--- src/rtl/syn_i2c_pkg.sv ---
// syn_i2c_pkg: state enum and bus constants shared by the I2C master and slave
package syn_i2c_pkg;
  localparam int P_I2C_CYCLE_W = 8;
  localparam logic I2C_ACK = 1'b0;
  localparam logic I2C_NACK = 1'b1;
  typedef enum logic [2:0] {IDLE_S, ADDR_S, ADDR_ACK_S, DATA_S, DATA_ACK_S, WAIT_STOP_S} i2c_state_e;
endpackage

--- src/rtl/syn_i2c_slave_if.sv ---
// syn_i2c_slave_if: pin and write-port bundle of the I2C slave
interface syn_i2c_slave_if #(parameter int DW = 16);
  logic scl_i;
  logic sda_i;
  logic sda_oe;
  logic wr_valid;
  logic [DW-1:0] wr_data;
  logic busy;
  logic nack_flag;
  modport slave(input scl_i, sda_i, output sda_oe, wr_valid, wr_data, busy, nack_flag);
  modport master(output scl_i, sda_i, input sda_oe, wr_valid, wr_data, busy, nack_flag);
endinterface

--- src/rtl/syn_i2c_line_sync.sv ---
// syn_i2c_line_sync: 2-FF sync, optional glitch filter (SYN_I2C_SLAVE_GLITCH_FILT_EN), edge strobes
module syn_i2c_line_sync
`ifdef SYN_I2C_SLAVE_GLITCH_FILT_EN
  #(parameter int P_FILT_W = 3)
`endif
  (
  input  logic clk_ir,
  input  logic rst_sync,
  input  logic line_i,
  output logic lvl_o,
  output logic rise_o,
  output logic fall_o
);
  logic [1:0] sync_q, sync_d;
  logic prev_q, prev_d;
  logic lvl;
  assign sync_d = {sync_q[0], line_i};
  assign prev_d = lvl;
  always_ff @(posedge clk_ir) begin
    if (rst_sync) begin
      sync_q <= 2'b11;
      prev_q <= 1'b1;
    end else begin
      sync_q <= sync_d;
      prev_q <= prev_d;
    end
  end
`ifdef SYN_I2C_SLAVE_GLITCH_FILT_EN
  localparam int CW = $clog2(P_FILT_W + 1);
  logic filt_q, filt_d;
  logic [CW-1:0] cnt_q, cnt_d;
  // the filtered level flips only on the P_FILT_W-th consecutive differing sample
  always_comb begin
    filt_d = filt_q;
    cnt_d = '0;
    if (sync_q[1] != filt_q) begin
      cnt_d = cnt_q + 1'b1;
      if (cnt_q == CW'(P_FILT_W - 1)) begin
        filt_d = sync_q[1];
        cnt_d = '0;
      end
    end
  end
  always_ff @(posedge clk_ir) begin
    if (rst_sync) begin
      filt_q <= 1'b1;
      cnt_q <= '0;
    end else begin
      filt_q <= filt_d;
      cnt_q <= cnt_d;
    end
  end
  assign lvl = filt_q;
`else
  assign lvl = sync_q[1];
`endif
  assign lvl_o = lvl;
  assign rise_o = lvl & ~prev_q;
  assign fall_o = ~lvl & prev_q;
endmodule

--- src/rtl/syn_i2c_slave.sv ---
// syn_i2c_slave: write-only I2C responder; ACKs matching writes and emits one pulse per full word
module syn_i2c_slave
  import syn_i2c_pkg::*;
#(
  parameter logic [6:0] P_DEV_ADDR = 7'h1A,
  parameter int P_NUM_DATA_BYTES = 2
`ifdef SYN_I2C_SLAVE_GLITCH_FILT_EN
  , parameter int P_FILT_W = 3
`endif
) (
  input logic clk_ir,
  input logic rst_sync,
  syn_i2c_slave_if.slave bus
);
  localparam int DW = 8 * P_NUM_DATA_BYTES;
  localparam int BW = (P_NUM_DATA_BYTES > 1) ? $clog2(P_NUM_DATA_BYTES) : 1;
  logic scl, scl_rise, scl_fall, sda, sda_rise, sda_fall;
`ifdef SYN_I2C_SLAVE_GLITCH_FILT_EN
  syn_i2c_line_sync #(.P_FILT_W(P_FILT_W)) u_scl (
`else
  syn_i2c_line_sync u_scl (
`endif
    .clk_ir(clk_ir), .rst_sync(rst_sync), .line_i(bus.scl_i),
    .lvl_o(scl), .rise_o(scl_rise), .fall_o(scl_fall));
`ifdef SYN_I2C_SLAVE_GLITCH_FILT_EN
  syn_i2c_line_sync #(.P_FILT_W(P_FILT_W)) u_sda (
`else
  syn_i2c_line_sync u_sda (
`endif
    .clk_ir(clk_ir), .rst_sync(rst_sync), .line_i(bus.sda_i),
    .lvl_o(sda), .rise_o(sda_rise), .fall_o(sda_fall));
  i2c_state_e state_q, state_d;
  logic [2:0] bit_q, bit_d;
  logic [BW-1:0] byte_q, byte_d;
  logic [P_I2C_CYCLE_W-1:0] shift_q, shift_d;
  logic got_q, got_d;
  logic [DW-1:0] stage_q, stage_d, data_q, data_d;
  logic oe_q, oe_d, valid_q, valid_d, nack_q, nack_d;
  logic start, stop, shifting;
  assign start = sda_fall & scl;
  assign stop = sda_rise & scl;
  assign shifting = state_q == ADDR_S || state_q == DATA_S || state_q == WAIT_STOP_S;
  always_comb begin
    state_d = state_q;
    bit_d = bit_q;
    byte_d = byte_q;
    shift_d = shift_q;
    got_d = got_q;
    stage_d = stage_q;
    oe_d = oe_q;
    valid_d = 1'b0;
    data_d = data_q;
    nack_d = nack_q;
    if (stop) begin
      state_d = IDLE_S;
      oe_d = 1'b0;
    end else if (start) begin
      state_d = ADDR_S;
      bit_d = '0;
      byte_d = '0;
      got_d = 1'b0;
      oe_d = 1'b0;
      nack_d = 1'b0;
    end else begin
      if (scl_rise && shifting) begin
        shift_d = {shift_q[P_I2C_CYCLE_W-2:0], sda};
        bit_d = bit_q + 3'd1;
        got_d = bit_q == 3'd7;
      end
      // every state transition happens on the SCL fall that ends a bit
      if (scl_fall) begin
        case (state_q)
          ADDR_S: if (got_q) begin
            got_d = 1'b0;
            if (shift_q == {P_DEV_ADDR, 1'b0}) begin
              state_d = ADDR_ACK_S;
              oe_d = 1'b1;
            end else begin
              state_d = WAIT_STOP_S;
              nack_d = 1'b1;
            end
          end
          ADDR_ACK_S: begin
            state_d = DATA_S;
            oe_d = 1'b0;
            byte_d = '0;
            bit_d = '0;
          end
          DATA_S: if (got_q) begin
            got_d = 1'b0;
            for (int i = 0; i < P_NUM_DATA_BYTES; i++)
              if (byte_q == BW'(i)) stage_d[8*(P_NUM_DATA_BYTES-1-i) +: 8] = shift_q;
            state_d = DATA_ACK_S;
            oe_d = 1'b1;
          end
          DATA_ACK_S: begin
            oe_d = 1'b0;
            bit_d = '0;
            if (byte_q == BW'(P_NUM_DATA_BYTES - 1)) begin
              valid_d = 1'b1;
              data_d = stage_q;
              state_d = WAIT_STOP_S;
            end else begin
              byte_d = byte_q + 1'b1;
              state_d = DATA_S;
            end
          end
          WAIT_STOP_S: if (got_q) begin
            got_d = 1'b0;
            nack_d = 1'b1;
          end
          default: ;
        endcase
      end
    end
  end
  always_ff @(posedge clk_ir) begin
    if (rst_sync) begin
      state_q <= IDLE_S;
      bit_q <= '0;
      byte_q <= '0;
      shift_q <= '0;
      got_q <= 1'b0;
      stage_q <= '0;
      oe_q <= 1'b0;
      valid_q <= 1'b0;
      data_q <= '0;
      nack_q <= 1'b0;
    end else begin
      state_q <= state_d;
      bit_q <= bit_d;
      byte_q <= byte_d;
      shift_q <= shift_d;
      got_q <= got_d;
      stage_q <= stage_d;
      oe_q <= oe_d;
      valid_q <= valid_d;
      data_q <= data_d;
      nack_q <= nack_d;
    end
  end
  assign bus.sda_oe = oe_q;
  assign bus.wr_valid = valid_q;
  assign bus.wr_data = data_q;
  assign bus.busy = state_q != IDLE_S;
  assign bus.nack_flag = nack_q;
endmodule

--- src/flat_wrapper.sv ---
// flat-port wrapper written by rule: the top's interface ports become plain ports
module syn_i2c_slave_flat import syn_i2c_pkg::*;
#(
  parameter logic [6:0] P_DEV_ADDR = 7'h1A,
  parameter int P_NUM_DATA_BYTES = 2

)
  (clk_ir, rst_sync, bus_scl_i, bus_sda_i, bus_sda_oe, bus_wr_valid, bus_wr_data, bus_busy, bus_nack_flag);
  syn_i2c_slave_if #(.DW(16)) bus_i ();
  input logic clk_ir;
  input logic rst_sync;
  input wire logic [$bits(bus_i.scl_i)-1:0] bus_scl_i;
  input wire logic [$bits(bus_i.sda_i)-1:0] bus_sda_i;
  output wire logic [$bits(bus_i.sda_oe)-1:0] bus_sda_oe;
  output wire logic [$bits(bus_i.wr_valid)-1:0] bus_wr_valid;
  output wire logic [$bits(bus_i.wr_data)-1:0] bus_wr_data;
  output wire logic [$bits(bus_i.busy)-1:0] bus_busy;
  output wire logic [$bits(bus_i.nack_flag)-1:0] bus_nack_flag;
  assign bus_i.scl_i = bus_scl_i;
  assign bus_i.sda_i = bus_sda_i;
  assign bus_sda_oe = bus_i.sda_oe;
  assign bus_wr_valid = bus_i.wr_valid;
  assign bus_wr_data = bus_i.wr_data;
  assign bus_busy = bus_i.busy;
  assign bus_nack_flag = bus_i.nack_flag;
  syn_i2c_slave #(.P_DEV_ADDR(P_DEV_ADDR), .P_NUM_DATA_BYTES(P_NUM_DATA_BYTES)) u_core (.clk_ir(clk_ir), .rst_sync(rst_sync), .bus(bus_i));
endmodule
--- config.mk ---
export PLATFORM = sky130hd
export DESIGN_NAME = syn_i2c_slave_flat
export DESIGN_NICKNAME = d
export VERILOG_FILES = /design/src/rtl/syn_i2c_pkg.sv /design/src/rtl/syn_i2c_slave_if.sv /design/src/rtl/syn_i2c_line_sync.sv /design/src/rtl/syn_i2c_slave.sv /design/src/flat_wrapper.sv
export SDC_FILE = /design/constraint.sdc
export NUM_CORES = 1
export LEC_CHECK = 0
export CORE_UTILIZATION = 30
export DETAILED_ROUTE_END_ITERATION = 10
export SYNTH_ARGS = -nofsm -noshare
export SYNTH_HDL_FRONTEND = slang
export SYNTH_SLANG_ARGS = --single-unit
export TNS_END_PERCENT = 30
--- constraint.sdc ---
create_clock -name clk_ir -period 1.8 [get_ports clk_ir]
set_input_delay 0.18 -clock clk_ir [delete_from_list [all_inputs] [get_ports clk_ir]]
set_output_delay 0.18 -clock clk_ir [all_outputs]
set_load 0.01 [all_outputs]
### Word level (Yosys, flattened, before mapping)

Index checks and enable logic that the tools add are counted.

| operators by class | value |
|---|---|
| bitwise operators | 15 |
| muxes and demuxes | 30 |
| reduce and logical (&&, ||, !) cells | 24 |
| add/sub/neg operators | 2 |
| eq/ne operators | 14 |

Operators with widths:

| operator | count |
|---|---|
| $mux 3 | 8 |
| $mux 1 | 18 |
| $reduce_and 6->1 | 3 |
| $pmux 3 s4 | 1 |
| $reduce_bool 3->1 | 4 |
| $reduce_and 5->1 | 2 |
| $eq 3x3->1 const B | 3 |
| $ne 3x1->1 const B | 3 |
| $not 1->1 | 9 |
| $eq 8x6->1 const B | 1 |
| $reduce_and 4->1 | 2 |
| $and 1x1->1 | 6 |
| $eq 3x2->1 const B | 2 |
| $reduce_and 3->1 | 2 |
| $reduce_or 3->1 | 2 |
| $reduce_bool 5->1 | 1 |
| $reduce_or 5->1 | 1 |
| $ne 2x1->1 const B | 2 |
| $pmux 1 s2 | 2 |
| $reduce_bool 4->1 | 1 |
| $reduce_or 2->1 | 2 |
| $add 3x1->3 const B | 1 |
| $eq 3x1->1 const B | 1 |
| $ne 3x2->1 const B | 1 |
| 6 further kinds | 7 |

| word-level totals | value |
|---|---|
| bits in registers | 57 |
| bits of input ports | 4 |
| logic and storage cells | 101 |
| output and inout port bits | 20 |

### Depth between registers and ports, before layout

Gate-level depths: netlist (run 1).

| logic depth | value |
|---|---|
| depth in word-level cells | 9 |
| gate-level depth with buffers | 7 |
| mapped depth without buffers | 5 |

### Hierarchy

A second synthesis (run 1) with hierarchy kept.

| second synthesis, totals | value |
|---|---|
| cell total of the unflattened synthesis | 238 |
| area, all modules | 2401.1 um2 |

By module, submodules not included:

| module | instances | area each (um2) | cells an instance |
|---|---|---|---|
| syn_i2c_slave | 1 | 2215.9 | 222 |
| syn_i2c_line_sync | 2 | 92.6 | 8 |

### Worst setup path after synthesis (run 1)

Ideal clock, no wire load.

| path | value |
|---|---|
| path kind | reg2reg |
| start | reg u_core.state_q[1] |
| end | reg u_core.bit_q[2] |
| library setup time | 122 ps |
| cell stages (with the launch flop) | 7 |
| setup slack | 319 ps |
| path buffers | 1 |
| data arrival time | 1358 ps |
| data required time | 1678 ps |
| cell sequence | dfxtp_1 buf_6 xnor2_2 or3_4 a22o_1 a32oi_1 o21ai_1 |

| between the ends | value |
|---|---|
| longest elaborated chain between the ends | 8 |

RTL lines:

| what | line | RTL |
|---|---|---|
| start: declaration | syn_i2c_slave.sv:32 | `i2c_state_e state_q, state_d;` |
| start signal: assignment | syn_i2c_slave.sv:130 | `state_q <= state_d;` |
| $eq 3x1->1 / $eq 3x2->1 (equally long branches) | syn_i2c_slave.sv:42 | `assign shifting = state_q == ADDR_S \|\| state_q == DATA_S \|\| state_q == WAIT_STOP_S;` |
| $logic_or 1x1->1 (2 in a row) | syn_i2c_slave.sv:42 |  |
| $logic_and 1x1->1 | syn_i2c_slave.sv:65 | `if (scl_rise && shifting) begin` |
| $mux 3 | syn_i2c_slave.sv:65 |  |
| $mux 3 | syn_i2c_slave.sv:72 | `case (state_q)` |
| $mux 3 * | syn_i2c_slave.sv:71 | `if (scl_fall) begin` |
| $mux 3 * | syn_i2c_slave.sv:57 | `end else if (start) begin` |
| end signal: assignment | syn_i2c_slave.sv:131 | `bit_q <= bit_d;` |
| end: declaration | syn_i2c_slave.sv:33 | `logic [2:0] bit_q, bit_d;` |

Mark *: on every way between the ends. The rest lies on a longest branch, timed or not.
A chain may end at the register's enable or synchronous reset.

### Worst setup path after layout (run 1)

| path | value |
|---|---|
| start | reg u_core.u_scl.sync_q[1] |
| end | reg u_core.bit_q[2] |

| between the ends | value |
|---|---|
| longest elaborated chain between the ends | 6 |

RTL lines:

| what | line | RTL |
|---|---|---|
| start: declaration | syn_i2c_line_sync.sv:14 | `logic [1:0] sync_q, sync_d;` |
| start signal: assignment | syn_i2c_line_sync.sv:24 | `sync_q <= sync_d;` |
| $and 1x1->1 | syn_i2c_line_sync.sv:58 | `assign rise_o = lvl & ~prev_q;` |
| $logic_and 1x1->1 | syn_i2c_slave.sv:65 |  |
| $mux 3 | syn_i2c_slave.sv:65 |  |
| $mux 3 | syn_i2c_slave.sv:72 |  |
| $mux 3 | syn_i2c_slave.sv:71 |  |
| $mux 3 | syn_i2c_slave.sv:57 |  |

Parallel ways exist; a longest one is shown, timed or not.

==> results.txt, run 1 <==
- The flow ran to the end, and the final reports show no timing, DRC or antenna violations.
- Starting utilization of the core area: 31.23%
- The critical path starts at u_core.u_scl.sync_q[1]$_SDFF_PP1_.
* WHS Path Cells: 2
* Maximum ir drop on the vdd rail: 270.2 uV
* Detailed Route WL: 4479 um
- The worst hold path belongs to the class in2reg.
* Slew HR: 71.83%
* Clock root buffer: sky130_fd_sc_hd__clkbuf_8
- The final critical path takes up 90.89% of the cycle.
- Depth of the worst register-to-register path: 5
- Maximum fanout along the worst path: 12
- Based on the critical path, the design can be clocked at up to 611.3 MHz.
- Data on the critical path is required at its endpoint by 2.02 ns.
* Clock period minus worst slack: 1.636 ns
- After floorplanning, the core was divided into 31 placement rows.
- The repair_antennas step left the layout with diodes totalling 0.
- The cell area that synthesis handed to floorplanning was 2290 sq um.
- In this run the remaining antenna-violating nets after routing total 0.
- For the final database, setup skew stands at 0.006804 ns.
- Register bit total from synthesis: 57
- In this run, CTS created clock tree buffers numbering 9.
- Buffers on Ports: 23
* Worst hold start: bus_sda_i
- Counting flops with an async set or reset pin after synthesis yields a share of 0%.
- Post-DP HPWL: 3115 um
- The worst setup path is launched from a register.
- Post-synth cell types: 44
- Max-capacitance violation count: 0
- The via count of the first global-routing pass is 1594.
* Crit-path max cell delay: 0.41 ns
- Startpoint of the worst register-to-register path: u_core.u_scl.sync_q[1]$_SDFF_PP1_
* Congestion Overflow GR: 0
- Yosys warns: 0
* Clock-pin slew reported for the worst setup and hold paths after clock tree synthesis: 0.07 ns
- After detailed routing, the average wire length per cell comes to 11.85 um.
- Leakage dissipation: 1.120 nW
* Multi-input combinational cell area: 1070 sq um
- In the synthesized netlist, the number of instances is 246.
- GPL Wtd Cong: 0.9103
* Number of nets in the finished design: 280
- Clock latency on the worst-skew pair, taken at its later pin, is 0.34 ns.
* CTS Hold Buffers Added: 0
- Vias per inst: 4.550
* Total global routing track utilization: 13.19%
- CTS tree: done
- The most used flip-flop cell after synthesis is sky130_fd_sc_hd__dfxtp_1.
- Die height: 89.37 um
- The layout has 755 filler cells.
* Post-synthesis area per instance: 9.308 sq um
- Non-filler cells, final: 378
- Dividing total power by cell area gives a power density of 887.1 nW/um^2.
- Cells fill 38.59% of the core in the end.
* Final-layout setup total negative slack: 0 ns
- Iter 0 DRT Violations: 142
* Cell-by-cell listing of the critical path: nand2b_1 > or3_4 > a22o_1 > a32oi_1 > o21ai_1
- Endpoint class of the critical path: register
- Once the clock tree was built, the setup fixing pass inserted 0 buffers.
- Area Growth Syn to Fin: 23.55%
- For this run, design rule violations remaining after detail routing come to 0.
- CTS built an H-tree with a depth of 3.
* Post-synthesis sequential area ratio: 49.84%
* Count of final setup violators: 0
* Number of hold violations in the final report: 0
* First-pass iteration count of the detailed router: 4
- Among all stages on the critical path, the largest delay is contributed by sky130_fd_sc_hd__or3_4.
* Largest net degree at the start of global routing: 34
- Final count of pins violating max slew: 0
- Counting every net in the synthesized netlist gives 252.
- In this run the deepest clock path goes through 2 buffers.
* Width of the chip: 89.37 um
- During I/O placement, the number of pins put on the boundary was 24.
* Slew of the pin with the lowest slew margin: 0.4210 ns
* RSZ-0062 raised after global routing: no
- Worst setup path category: reg2reg
* First-pass GRT wire length: 7734 um
- Endpoint of the worst-slack reg-to-reg timing path: u_core.bit_q[2]$_SDFFE_PP0N_
- Share of cells above drive strength 1: 15.05%
- In this run the register-to-register setup slack is 0.16 ns.
- Vias post-DR: 1720
* Instance count after placement with tap cells included: 362
- In the final layout, flip-flops and latches occupy 1145 sq um.
- The total area inside the core boundary comes to 7331 sq um.
- The number of antenna violations at the first check in global routing came to 0.
* Die ar.: 7986 sq um
- Sinks on the clock net: 57
* Hold path endpoint: u_core.u_sda.sync_q[0]$_SDFF_PP1_
* Data arrival time of the critical path: 1.85 ns
- In this run, synthesis inferred 0 flip-flops with an integrated enable.
## cell type report
cell class	instances	area share, %
clock buffers	9	4.379
well taps	99	4.379
repair buffers	30	10.08
clock inverters	7	2.477
flip-flops and latches	57	40.47
multi-input cells	173	37.82
inverters	3	0.3981
## critical path: cells and delay by family, from the launching register on
kind               cells  cell delay, ns
and+or+nand+nor        2            0.62
DFF                    1            0.39
AOI/OAI and AO/OA      3            0.51
## Yosys cell counts (3+ instances only)
cell,number,area [sq um]
sky130_fd_sc_hd__nor2_1,36,135.1
sky130_fd_sc_hd__nand2_1,38,142.6
sky130_fd_sc_hd__mux2i_1,25,250.2
sky130_fd_sc_hd__a21oi_1,22,110.1
sky130_fd_sc_hd__nor3_1,4,20.02
sky130_fd_sc_hd__or2_2,6,37.54
sky130_fd_sc_hd__nand2b_1,4,25.02
sky130_fd_sc_hd__nand3_1,3,15.01
sky130_fd_sc_hd__dfxtp_1,57,1141
sky130_fd_sc_hd__clkbuf_1,8,30.03
sky130_fd_sc_hd__inv_1,3,11.26
## cell families (layout without fill, tap and decap cells)
| logic type | after synthesis | in the layout | share of synthesized area (%) |
|---|---|---|---|
| XOR/XNOR | 3 | 3 | 1.476 |
| adder cells (fa/ha/maj) | 2 | 2 | 1.093 |
| flip-flops | 57 | 57 | 49.84 |
| multiplexers | 25 | 25 | 10.93 |
| buffers and inverters | 16 | 49 | 3.552 |
| AO/OA/AOI/OAI | 35 | 35 | 9.126 |
| AND/OR/NAND/NOR | 108 | 108 | 23.99 |
## state kept, by name (all words and copies together) (netlist names), 2 cells and up
register             count
u_core.state_q           3
u_core.stage_q          16
u_core.bus.wr_data      16
u_core.u_scl.sync_q      2
u_core.bit_q             3
u_core.shift_q           8
u_core.u_sda.sync_q      2
## report_power, final
part / switching, W / internal (W)
clock: 0.000524 / 0.000637
combinational: 0.0000381 / 0.0000280
sequential: 0.0000128 / 0.00127
## per-stage QoR
| step | instance area [sq um] | worst slack (ns) | hold WS (ns) | power, W |
|---|---|---|---|---|
| 2_1_floorplan | 2290 | 0.3193 | 0.2838 | 0.001355 |
| 3_3_place_gp | 2626 | 0.1255 | 0.3927 | 0.001377 |
| 3_5_place_dp | 2626 | 0.06837 | 0.3975 | 0.001377 |
| 4_1_cts | 2821 | 0.01206 | 0.3885 | 0.002554 |
| 5_1_grt | 2829 | 0.1038 | 0.4068 | 0.002610 |
| 6_report | 2829 | 0.1641 | 0.4070 | 0.002510 |
## worst max path at each step
stage | slack, ns | cells past startpoint | endpoint
after floorplan | 0.32 | 6 | u_core.bit_q[2]$_SDFFE_PP0N_
after global placement | 0.13 | 5 | u_core.bit_q[2]$_SDFFE_PP0N_
after detailed placement | 0.07 | 5 | u_core.stage_q[4]$_SDFFE_PP0P_
after CTS | 0.01 | 2 | bus_busy
after global routing | 0.10 | 5 | u_core.bit_q[1]$_SDFFE_PP0N_
final | 0.16 | 5 | u_core.bit_q[2]$_SDFFE_PP0N_
## cell usage in the layout (no fill, tap or decap), drive strengths merged, types with 3 or more instances in the layout
cell type / instances
inv: 4
o21ai: 4
nand2b: 4
clkbuf: 9
nand3: 3
nor3: 6
clkdlybuf4s50: 22
buf: 7
nand2: 39
a21oi: 22
nor2: 37
or2: 6
nand4b: 3
clkinv: 4
mux2i: 25
dfxtp: 57
## metal layers
metal | wire (um) | global-route usage (%) | up-vias
li1 | - | - | 887
met1 | 2257 | 17.34 | 799
met2 | 1962 | 19.29 | 25
met3 | 157 | 3.601 | 9
met4 | 103 | 7.792 | 0
met5 | 0 | 0 | -
## timing repair
action | 4_1_cts | 5_1_grt
setup endpoints to repair | 1 | 12
gates resized for setup | 1 | 4
gates cloned | 0 | 0
Note: power is estimated with default switching activity, not from simulation.
==> inputs of run 2 (changes only) <==
--- a/config.mk
+++ b/config.mk
@@ -7,6 +7,7 @@
 export LEC_CHECK = 0
 export CORE_UTILIZATION = 30
 export DETAILED_ROUTE_END_ITERATION = 10
+export GPL_ROUTABILITY_DRIVEN = 1
 export SYNTH_ARGS = -nofsm -noshare
 export SYNTH_HDL_FRONTEND = slang
 export SYNTH_SLANG_ARGS = --single-unit
==> results of run 2 <==
Same layout as run 1: the final DEF is identical, and so are final timing and power.
